### src/rtl/pc_gen_if.sv
// Fetch-side bundle of pc_gen: pipeline control/redirect inputs and the fetch request.
// The master side is the PC generator; the slave side is the pipeline/imem model.
interface pc_gen_if #(
   parameter int XLEN = 32
);
   logic            stall;
   logic            flush_req;
   logic [XLEN-1:0] flush_target;
   logic            redir_valid;
   logic [XLEN-1:0] redir_target;
   logic            fetch_ready;
   logic [XLEN-1:0] pc;
   logic            pc_valid;
   logic [XLEN-1:0] pc_seq;
   logic            misalign_err;

   modport master (
      input  stall, flush_req, flush_target, redir_valid, redir_target, fetch_ready,
      output pc, pc_valid, pc_seq, misalign_err
   );

   modport slave (
      output stall, flush_req, flush_target, redir_valid, redir_target, fetch_ready,
      input  pc, pc_valid, pc_seq, misalign_err
   );
endinterface

### src/rtl/pc_gen.sv
// Program-counter generator with boot delay, fetch handshake and latched redirects.
// Define PC_ALIGN_CHECK_EN to reject misaligned flush/redirect targets and pulse misalign_err.
module pc_gen #(
   parameter int              XLEN         = 32,
   parameter logic [XLEN-1:0] RESET_VECTOR = '0,
   parameter int              INC          = 4,
   parameter int              BOOT_DELAY   = 2
) (
   input  logic     clk,
   input  logic     rst,
   pc_gen_if.master bus
);
   localparam logic [0:0] ST_BOOT = 1'b0;
   localparam logic [0:0] ST_RUN  = 1'b1;
   localparam logic [0:0] ST_INIT = (BOOT_DELAY == 0) ? ST_RUN : ST_BOOT;

   localparam int              CNT_W      = (BOOT_DELAY > 2) ? $clog2(BOOT_DELAY) : 1;
   localparam logic [CNT_W-1:0] CNT_LAST  = CNT_W'((BOOT_DELAY > 0) ? BOOT_DELAY - 1 : 0);
   localparam logic [XLEN-1:0] STEP       = XLEN'(INC);
   localparam logic [XLEN-1:0] ALIGN_MASK = XLEN'(INC - 1);

   logic [0:0]       state_q;
   logic [CNT_W-1:0] boot_cnt_q;
   logic [XLEN-1:0]  pc_q, pc_nxt;
   logic             pend_valid_q, pend_valid_nxt;
   logic [XLEN-1:0]  pend_target_q, pend_target_nxt;
   logic             advance;
   logic             flush_bad, redir_bad, redir_take;

`ifdef PC_ALIGN_CHECK_EN
   logic misalign_q;

   assign flush_bad = |(bus.flush_target & ALIGN_MASK);
   assign redir_bad = |(bus.redir_target & ALIGN_MASK);

   always_ff @(posedge clk or negedge rst) begin
      if (!rst) misalign_q <= 1'b0;
      else      misalign_q <= bus.flush_req ? flush_bad : (bus.redir_valid & redir_bad);
   end

   assign bus.misalign_err = misalign_q;
`else
   assign flush_bad        = 1'b0;
   assign redir_bad        = 1'b0;
   assign bus.misalign_err = 1'b0;
`endif

   assign advance    = (state_q == ST_RUN) & ~bus.stall & bus.fetch_ready;
   assign redir_take = bus.redir_valid & ~redir_bad;

   // NOTE: every output of this block gets a default first so no path infers a latch.
   always_comb begin
      pc_nxt          = pc_q;
      pend_valid_nxt  = pend_valid_q;
      pend_target_nxt = pend_target_q;
      if (bus.flush_req) begin
         pend_valid_nxt = 1'b0;
         if (!flush_bad) pc_nxt = bus.flush_target;
      end else if (redir_take && advance) begin
         pc_nxt         = bus.redir_target;
         pend_valid_nxt = 1'b0;
      end else if (redir_take) begin
         pend_target_nxt = bus.redir_target;
         pend_valid_nxt  = 1'b1;
      end else if (pend_valid_q && advance) begin
         pc_nxt         = pend_target_q;
         pend_valid_nxt = 1'b0;
      end else if (advance) begin
         pc_nxt = pc_q + STEP;
      end
   end

   // NOTE: sequential state uses non-blocking assignments so all registers update together.
   always_ff @(posedge clk or negedge rst) begin
      if (!rst) begin
         state_q       <= ST_INIT;
         boot_cnt_q    <= '0;
         pc_q          <= RESET_VECTOR;
         pend_valid_q  <= 1'b0;
         pend_target_q <= '0;
      end else begin
         if (state_q == ST_BOOT) begin
            if (boot_cnt_q == CNT_LAST) state_q <= ST_RUN;
            boot_cnt_q <= boot_cnt_q + 1'b1;
         end
         pc_q          <= pc_nxt;
         pend_valid_q  <= pend_valid_nxt;
         pend_target_q <= pend_target_nxt;
      end
   end

   // Gated by rst so a zero boot delay still shows no request while reset is held.
   assign bus.pc_valid = (state_q == ST_RUN) & rst;
   assign bus.pc       = pc_q;
   assign bus.pc_seq   = pc_q + STEP;
endmodule

### src/flat_wrapper.sv
// flat-port wrapper written by rule: the top's interface ports become plain ports
module pc_gen_flat 
#(
   parameter int              XLEN         = 32,
   parameter logic [XLEN-1:0] RESET_VECTOR = '0,
   parameter int              INC          = 4,
   parameter int              BOOT_DELAY   = 2
)
  (clk, rst, bus_stall, bus_flush_req, bus_flush_target, bus_redir_valid, bus_redir_target, bus_fetch_ready, bus_pc, bus_pc_valid, bus_pc_seq, bus_misalign_err);
  pc_gen_if #(.XLEN(XLEN)) bus_i ();
  input  logic clk;
  input  logic rst;
  input wire logic [$bits(bus_i.stall)-1:0] bus_stall;
  input wire logic [$bits(bus_i.flush_req)-1:0] bus_flush_req;
  input wire logic [$bits(bus_i.flush_target)-1:0] bus_flush_target;
  input wire logic [$bits(bus_i.redir_valid)-1:0] bus_redir_valid;
  input wire logic [$bits(bus_i.redir_target)-1:0] bus_redir_target;
  input wire logic [$bits(bus_i.fetch_ready)-1:0] bus_fetch_ready;
  output wire logic [$bits(bus_i.pc)-1:0] bus_pc;
  output wire logic [$bits(bus_i.pc_valid)-1:0] bus_pc_valid;
  output wire logic [$bits(bus_i.pc_seq)-1:0] bus_pc_seq;
  output wire logic [$bits(bus_i.misalign_err)-1:0] bus_misalign_err;
  assign bus_i.stall = bus_stall;
  assign bus_i.flush_req = bus_flush_req;
  assign bus_i.flush_target = bus_flush_target;
  assign bus_i.redir_valid = bus_redir_valid;
  assign bus_i.redir_target = bus_redir_target;
  assign bus_i.fetch_ready = bus_fetch_ready;
  assign bus_pc = bus_i.pc;
  assign bus_pc_valid = bus_i.pc_valid;
  assign bus_pc_seq = bus_i.pc_seq;
  assign bus_misalign_err = bus_i.misalign_err;
  pc_gen #(.XLEN(XLEN), .RESET_VECTOR(RESET_VECTOR), .INC(INC), .BOOT_DELAY(BOOT_DELAY)) u_core (.clk(clk), .rst(rst), .bus(bus_i));
endmodule
### config.mk
export PLATFORM = sky130hd
export DESIGN_NAME = pc_gen_flat
export DESIGN_NICKNAME = d
export VERILOG_FILES = /design/src/rtl/pc_gen_if.sv /design/src/rtl/pc_gen.sv /design/src/flat_wrapper.sv
export SDC_FILE = /design/constraint.sdc
export NUM_CORES = 1
export LEC_CHECK = 0
export ABC_AREA = 0
export CAP_MARGIN = 5
export CORE_MARGIN = 10
export CORE_UTILIZATION = 30
export DETAILED_ROUTE_END_ITERATION = 12
export PLACE_DENSITY_LB_ADDON = 0.25
export SLEW_MARGIN = 10
export SYNTH_ARGS = -nofsm -noshare
export SYNTH_HDL_FRONTEND = slang
export SYNTH_SLANG_ARGS = --single-unit
### constraint.sdc
create_clock -name clk -period 6.4 [get_ports clk]
set_input_delay 1.28 -clock clk [delete_from_list [all_inputs] [get_ports clk]]
set_output_delay 1.28 -clock clk [all_outputs]
set_load 0.01 [all_outputs]
* Word level (Yosys, flattened, before mapping)
Index checks and enable logic that the tools add are counted.
Word-level totals: logic and storage cells 31, register bits 67
Operators by class: reductions and logical operators 6, add/sub/neg operators 2, multiplexer cells 11, eq/ne operators 1, bitwise operators 6
Operators with widths (number):
- $mux 32 | 5
- $add 32x3->32 const B | 1
- $reduce_bool 4->1 | 2
- $mux 1 | 6
- $and 1x1->1 | 3
- $ne 3x2->1 const B | 1
- $not 1->1 | 3
- $reduce_and 3->1 | 1
- $logic_and 1x1->1 | 2
- $reduce_and 2->1 | 1
- $add 1x1->1 const B | 1

* Longest topological paths before layout
depth in word-level cells 8, gate-level depth with buffers 8, mapped depth without buffers 6

* Least setup slack after synthesis
OpenSTA, ideal clock, no wires.
path type register to output, start register u_core.pc_q[2] (netlist: u_core.bus.pc[2]), end output port bus_pc_seq[24], arrival 2001 ps, path slack 3119 ps, stages on the path, launching flop included 7, path buffers 1, data required time 5120 ps, cells stage by stage dfrtp_1 > ha_1 > nand3_1 > or4_1 > buf_2 > o31a_1 > or2_1
On the way: cells in the longest elaborated chain, start to end 1
Ends and longest elaborated chain:
- start: declaration | line pc_gen.sv:24 | logic [XLEN-1:0] pc_q, pc_nxt;
- start signal: assignment | line pc_gen.sv:86 | pc_q <= pc_nxt;
- $add 32x3->32 | line pc_gen.sv:95 | assign bus.pc_seq = pc_q + STEP;
- end: declaration | line flat_wrapper.sv:21 | output wire logic [$bits(bus_i.pc_seq)-1:0] bus_pc_seq;
No other way between the ends.

* Worst setup path after layout
start register u_core.pc_q[2] (netlist: u_core.bus.pc[2]), end output port bus_pc_seq[16]
Same word-level chain as after synthesis.

==> qor.yml <==
outcome:
  status: "complete, no violations"
logic_synthesis:
  synthCells: 444
  synthArstFlopShare_pct: 100
  ys_types: 59
  synth-seq-cells: 67
  avgSynthCellArea_sq_um: 9.27
  synth_edf_count: 0
  synth_nets: 515
  ys_top_cells_by_area: "dfrtp_1, mux2_2, o21ai_0, a21oi_1, xnor2_1"
  synth_common_cells: "dfrtp_1, o21ai_0, mux2_2"
  synth_top_area_share_pct: 40.8
  synth_area_sq_mm: 0.00411
  yosysSeqAreaShare_pct: 40.8
  synth.most_common_cell: "dfrtp_1"
  yosysTopAreaCell: "dfrtp_1"
  yosys_warnings: 0
  synth_ff_type: "dfrtp_1"
clocking:
  cts_buffers: 9
  cts-root-buf: "clkbuf_16"
  ctsHtreeMaxLevel: 3
  cts_tree: "built"
  postCtsSetupRepairBufs: 0
  cts.clk_slew.worst_paths_ns: 0.06
  clock_sinks: 67
  clk_latency_ns: 0.33
  cts_max_path_buffers: 2
  cts_resized: 0
  ctsHoldBuffers: 0
floorplanning:
  die_area_sq_mm: 0.0188
  core_area_sq_mm: 0.0133
  initial_core_util_pct: 30.8
  io_pins: 136
  die_x_um: 137
  die_y_um: 137
  rows: 42
sta:
  finalSetupViolCount: 0
  layout_worst_path_cycle_share_pct: 69.0
  setup_tns_ns: 0
  worstMarginPinSlew_ns: 0.984
  period_needed_ns: 4.42
  fin_hold_ws_ns: 0.455
  max_freq_mhz: 226
  hold_viol: 0
  skew_ns: 0.00497
  rsz0062_at_grt: "no"
  slew_viol_final: 0
  slew_headroom_pct: 34.3
drt:
  detail-route-antenna-nets: 0
  route.detailed.drc: 0
  dr.pass1.iters: 5
  drt_iter0_markers: 276
  num_vias: 4068
  wl_per_cell_um: 20.5
  vias_per_cell: 5.45
  wl_mm: 15.3
global_route:
  track_usage_pct: 16.3
  grt_pass1_vias: 4271
  antenna_found_initial: 1
  grt_pass1_wl_mm: 24.1
  grt-ovfl-total: 0
  grt_max_degree: 68
place:
  io_buffers: 134
  dpl_cell_area_sq_mm: 0.00561
  gp_congestion: 0.810
  dp_hpwl_mm: 11.1
cells_and_area:
  final_util_pct: 44.2
  fill_cells: 1330
  drive_above_1_share_pct: 11.6
  antenna-diode-count: 0
  area_growth_syn_to_layout_pct: 43.4
  design_area_sq_mm: 0.00590
  fin_nets: 636
setup_path:
  reg2reg_from: "u_core.state_q$_DFF_PN0_"
  critical_path_class: "reg2out"
  reg2reg_depth: 5
  crit_path_end_kind: "output port"
  crit_path_start_kind: "flop"
  r2r-end: "u_core.pend_target_q[16]$_DFFE_PN0P_"
  crit_path_max_fanout: 7
  ff2ff_setup_slack_ns: 3.63
  crit_required_ns: 5.12
  arrival_ns: 3.14
pwr:
  combPwrFrac_pct: 26.8
  netSwitchingFraction_pct: 30.1
  power_density_mw_per_mm2: 241
  vdd_ir_drop_max_v: 0.000154
  clkPwrFrac_pct: 35.0
  p_int_mw: 0.994
  p_leak_nw: 2.32
  seqPwrFrac_pct: 38.2
  switchingPower_mw: 0.427
job:
  drv_cap: 0
worst_hold_path:
  holdCritPathClass: "reg2reg"
  hold_depth: 1
  min_to: "u_core.boot_cnt_q$_DFFE_PN0N_"
  min_from: "u_core.boot_cnt_q$_DFFE_PN0N_"
[final cells by class]
type	instances	area, sq um	area share (%)
Clock inverter	7	68.8	1.17
Tap cell	176	220	3.73
Timing Repair Buffer	142	1400	23.7
Inverter	12	45.0	0.763
Multi-Input combinational cell	333	2270	38.4
Sequential cell	67	1680	28.4
Clock buffer	9	225	3.82
[cells in the final DEF, fill, tap and decap left out, types with 8 or more instances in the layout]
cell and instances:
nor3_1 11, o21ai_0 33, nor2_1 29, mux2i_1 9, buf_4 8, o22ai_1 10, mux2_2 32, dfrtp_1 67
a21oi_1 30, nand2_1 29, a221oi_1 12, clkbuf_16 9, inv_1 11, nand3_1 16, xnor2_1 14, clkdlybuf4s50_1 133
[through the flow]
stage                     total power, mW  worst slack [ns]  std cells
after floorplan                     0.723              3.12        444
after global placement              0.925              2.31        730
after global routing                 1.49              1.66        746
after detailed placement            0.933              2.25        730
after CTS                            1.43              1.97        746
final                                1.42              1.98        746
[worst max path at each step]
stage | startpoint | endpoint | slack (ns) | cells after the start
2_1_floorplan | u_core.bus.pc[2]$_DFFE_PN0P_ | bus_pc_seq[24] | 3.12 | 6
3_5_place_dp | bus_stall | u_core.pend_target_q[17]$_DFFE_PN0P_ | 2.25 | 6
4_1_cts | u_core.bus.pc[2]$_DFFE_PN0P_ | bus_pc_seq[16] | 1.97 | 6
5_1_grt | u_core.bus.pc[2]$_DFFE_PN0P_ | bus_pc_seq[26] | 1.66 | 6
6_report | u_core.bus.pc[2]$_DFFE_PN0P_ | bus_pc_seq[16] | 1.98 | 6
3_3_place_gp | bus_stall | u_core.pend_target_q[24]$_DFFE_PN0P_ | 2.31 | 6
[state kept, by name, summed over array words and instances, names as in the netlist]
signal                count
u_core.state_q            1
u_core.pend_valid_q       1
u_core.bus.pc            32
u_core.boot_cnt_q         1
u_core.pend_target_q     32
[critical path: stages (launching register included)]
cell             delay [ns]
dfrtp_1                0.48
ha_1                   0.22
nand3_1                0.29
nor4_2                 0.75
a21boi_0               0.24
or2_2                  0.34
clkdlybuf4s50_1        0.49
[layer usage]
| metal | GRT usage [%] | vias up | part of all wire, % |
|---|---|---|---|
| met3 | 5.72 | 14 | 9.3 |
| met4 | 3.51 | 2 | 1.1 |
| met5 | 0 | - | 0.085 |
| met2 | 26.9 | 161 | 47 |
| met1 | 20.1 | 1987 | 42 |
| li1 | - | 1904 | - |
[cells by family after synthesis]
logic type / share of synthesized area, %
buffers and inverters: 4.44
AND/OR/NAND/NOR: 17.9
other: 0.0912
adder cells (fa/ha/maj): 0.304
multiplexers: 10.9
flip-flops: 40.8
AO/OA/AOI/OAI: 21.1
XOR/XNOR: 4.47
[power by group through the flow]
stage                     Combinational [mW]  Clock [mW]  Sequential, mW
after global routing                   0.415       0.525           0.554
after global placement                 0.377           0           0.547
after detailed placement               0.383           0           0.550
after CTS                              0.386       0.503           0.543
after floorplan                        0.178           0           0.545
final                                  0.381       0.497           0.544
Power figures use the tool's default switching activity.
==> edit 1, RTL diff (same flow settings) <==
Add a define of `PC_ALIGN_CHECK_EN`.
--- a/src/rtl/pc_gen.sv
+++ b/src/rtl/pc_gen.sv
@@ -1,5 +1,7 @@
 // Program-counter generator with boot delay, fetch handshake and latched redirects.
 // Define PC_ALIGN_CHECK_EN to reject misaligned flush/redirect targets and pulse misalign_err.
+`define PC_ALIGN_CHECK_EN
+
 module pc_gen #(
    parameter int              XLEN         = 32,
    parameter logic [XLEN-1:0] RESET_VECTOR = '0,
Check against the original RTL: not equivalent (a bounded check fails within 4 cycles, from zero or initial values and one cycle with rst low).
==> edit 1 against the unedited design <==
Sequential cell count is 1 higher; synthesized area grew 10%; clock skew is 0.0020 ns higher; wire length is 15% higher; fmax is 4.4% higher; setup slack improved by 0.19 ns; cell area increased by 5.6%; synthesized cell count rose by 9.5%; power grew 17%; count of clock-buffer cells in the layout is 2 higher; largest cell class unchanged.
==> edit 1: results (changes against the unedited design) <==
outcome:
  status: "complete, no violations"
detailed_routing:
  drtIter0Drc: 457  # +66%
  routed.top_layer: "met4"
  met2_wirelength_mm: 8.37  # +16%
  routed-wl-met3_mm: 1.47  # +3.4%
  met1_length_mm: 7.43  # +15%
  post_drt_wl_per_cell_um: 22.4  # +9.1%
sta:
  hold_slack_ns: 0.472  # +0.0171 ns
  worst_slew_pin_slew_ns: 1.28  # +0.295 ns
  timing.clock.skew_ns: 0.00700  # +0.00204 ns
synth:
  syn_avg_cell_area_um2: 9.35  # +0.89%
  synth_fp_nets: 557  # +8.2%
  synth_cell_type_count: 76  # +29%
  synthTopCellsByArea: "dfrtp_1 (37%), mux2_2 (7.7%), nand2_1 (3.7%), o21ai_0 (3.6%), xnor2_1 (3.5%)"
  yosysSeqAreaShare_pct: 37.5  # -3.3 points
  synth_compound_area_share_pct: 20.5  # -0.62 points
  yosys-top-cells-count: "dfrtp_1 (68), nand2_1 (45), o21ai_0 (33)"
  synthAdderAreaFrac_pct: 0.275  # -0.029 points
  synthXorXnorAreaFrac_pct: 5.40  # +0.93 points
global_routing:
  track_usage_pct: 16.9  # +0.55 points
  antenna_found_initial: 0  # -1
  grt_pass1_vias: 4582  # +7.3%
layout:
  nClkBuffers: 11  # +2
  clock_cell_area_share_pct: 4.46  # -0.53 points
  fillers: 1403  # +5.5%
  drive_gt1_share_pct: 12.6  # +1.0 points
  nNonClkInverters: 9  # -3
  sh_seq_area_pct: 27.3  # -1.1 points
  nNetsFinal: 671  # +5.5%
  multi_input_area_share_pct: 41.7  # +3.2 points
  buffer_area_share_pct: 22.3  # -1.3 points
placement:
  globalplace.congestion: 0.862  # +6.4%
  portBuffers: 135  # +0.75%
  placed_cells: 773  # +5.9%
critical_path:
  timing.rr.end: "u_core.bus.pc[28]"
  slowest_stage: "clkdlybuf4s50_1"
  cp-endpoint: "bus_pc_seq[22]"
pwr:
  max-vdd-ir-drop_uv: 151  # -2.0%
==> edit 1: changes by cell type after synthesis, moves of 7 or more <==
cell      delta
clkbuf_1    -11
mux2i_1      -8
nor2_1       -8
nand2_1     +16
a32o_1       +7
a21oi_1      -7
buf_2       +11
a221oi_1     -8
==> edit 1: per-stage QoR <==
step | utilization [%] | cell area, um2
final | 42.4 | 6230
after global routing | 42.4 | 6230
after CTS | 42.4 | 6230
after detailed placement | 40.5 | 5950
after global placement | 40.5 | 5950
after floorplan | - | 4540
==> edit 1: routing by layer <==
layer / vias to the layer above / track usage [%]
met5: - / 0
met4: 0 / 6.57
met3: 27 / 4.08
met2: 221 / 26.5
met1: 2246 / 21.8
li1: 2059 / -
==> edit 1: power by group through the flow <==
stage / clock network [mW] / registers (mW) / logic, mW
after floorplan: 0 / 0.605 / 0.285
after global placement: 0 / 0.634 / 0.555
after detailed placement: 0 / 0.638 / 0.561
after CTS: 0.474 / 0.632 / 0.564
after global routing: 0.493 / 0.649 / 0.602
final: 0.469 / 0.635 / 0.558
==> edit 2, RTL diff (config.mk and constraints unchanged) <==
Without the edit above. `BOOT_DELAY` is set to 2 in 2 places; all go to 4.
--- a/src/rtl/pc_gen.sv
+++ b/src/rtl/pc_gen.sv
@@ -4,7 +4,7 @@
    parameter int              XLEN         = 32,
    parameter logic [XLEN-1:0] RESET_VECTOR = '0,
    parameter int              INC          = 4,
-   parameter int              BOOT_DELAY   = 2
+   parameter int              BOOT_DELAY   = 4
 ) (
    input  logic     clk,
    input  logic     rst,
--- a/src/flat_wrapper.sv
+++ b/src/flat_wrapper.sv
@@ -4,7 +4,7 @@
    parameter int              XLEN         = 32,
    parameter logic [XLEN-1:0] RESET_VECTOR = '0,
    parameter int              INC          = 4,
-   parameter int              BOOT_DELAY   = 2
+   parameter int              BOOT_DELAY   = 4
 )
   (clk, rst, bus_stall, bus_flush_req, bus_flush_target, bus_redir_valid, bus_redir_target, bus_fetch_ready, bus_pc, bus_pc_valid, bus_pc_seq, bus_misalign_err);
   pc_gen_if #(.XLEN(XLEN)) bus_i ();
Behaviour: not the same (a bounded check fails within 4 cycles, from zero or initial values and one cycle with rst low).
==> edit 2 against the unedited design <==
Highest routed layer is now met4; synthesized area is essentially flat; setup slack worse by 0.21 ns; fmax is 4.6% lower; cell area down 0.19%; wire length is 1.1% higher; sequential power up 2%; sequential cell count grew 1; largest power group unchanged; power is 0.33% higher.
==> edit 2: results (changes against the unedited design) <==
layout:
  num-multi-input-gates: 347  # +4.2%
  drive_gt1_share_pct: 11.2  # -0.37 points
  nNonClkInverters: 8  # -4
  fillers: 1332  # +0.15%
  layout.cells.non_filler: 756  # +1.3%
  clock_cell_area_share_pct: 5.12  # +0.14 points
  nClkBuffers: 16  # +7
global_routing:
  antenna_found_initial: 0  # -1
  grt_pass1_vias: 4392  # +2.8%
  track_usage_pct: 16.4  # +0.064 points
  met3_usage_pct: 4.84  # -0.88 points
  met2_usage_pct: 26.3  # -0.64 points
  grt_max_degree: 70  # +2.9%
  grt_pass1_wl_mm: 24.3  # +0.91%
  grt_util_met1_pct: 20.5  # +0.38 points
placement:
  dpl_cell_area_um2: 5590  # -0.33%
  place_hpwl_mm: 11.1  # -0.18%
  globalplace.congestion: 0.821  # +1.4%
synth:
  yosys-top-cells-count: "dfrtp_1 (68), nand2_1 (42), o21ai_0 (39)"
  yosysSeqAreaShare_pct: 41.4  # +0.65 points
  synth_fp_nets: 528  # +2.5%
  syn_avg_cell_area_um2: 9.01  # -2.7%
  ys_seq_elements: 68  # +1.5%
  synth_cell_type_count: 54  # -8.5%
critical_path:
  reg2reg_slack_ns: 3.67  # +0.04 ns
  crit_fanout: 15  # +8
  cpPeakStageDelay_ns: 0.86  # +0.11 ns
pwr:
  switching_share_pct: 29.2  # -0.85 points
  p_leak_nw: 2.29  # -1.5%
  max-vdd-ir-drop_uv: 130  # -16%
  powerClk_mw: 0.501  # +0.8%
  p_comb_mw: 0.372  # -2%
detailed_routing:
  post_drt_wl_per_cell_um: 20.5  # -0.19%
  vias: 4156  # +2.2%
  drtIter0Drc: 334  # +21%
  met2_wirelength_mm: 7.38  # +2.5%
  dr.pass1.iters: 6  # +1
  routed.top_layer: "met4"
sta:
  worst_slew_pin_slew_ns: 1.03  # +0.0428 ns
  timing.clock.skew_ns: 0.00453  # -0.000431 ns
hold_path:
  min_to: "u_core.boot_cnt_q[0]"
outcome:
  status: "complete, no violations"
edit 2: changes by cell type after synthesis, sizes merged, moves of 6 or more:
cell   before  now
nand2      29   42
nor3       11   17
nor2       30   38
a21oi      30   24
o22ai      10    2
edit 2: how the worst max path moves through the flow:
| stage | cells past startpoint | slack (ns) | to |
|---|---|---|---|
| CTS | 5 | 1.80 | bus_pc_seq[28] |
| global placement | 5 | 2.20 | u_core.pend_target_q[31] |
| detailed placement | 5 | 2.14 | u_core.pend_target_q[29] |
| global route | 5 | 1.57 | bus_pc_seq[28] |
| floorplan | 5 | 3.12 | bus_pc_seq[26] |
| finish | 5 | 1.77 | bus_pc_seq[28] |
edit 2: cells by family after synthesis:
logic type / share of synthesized area (%)
buf+inv: 4.05
compound gates: 19.2
flops: 41.4
fa+ha+maj: 0.609
simple gates: 19.5
mux: 10.3
xor+xnor: 4.90
other cells: 0.0912
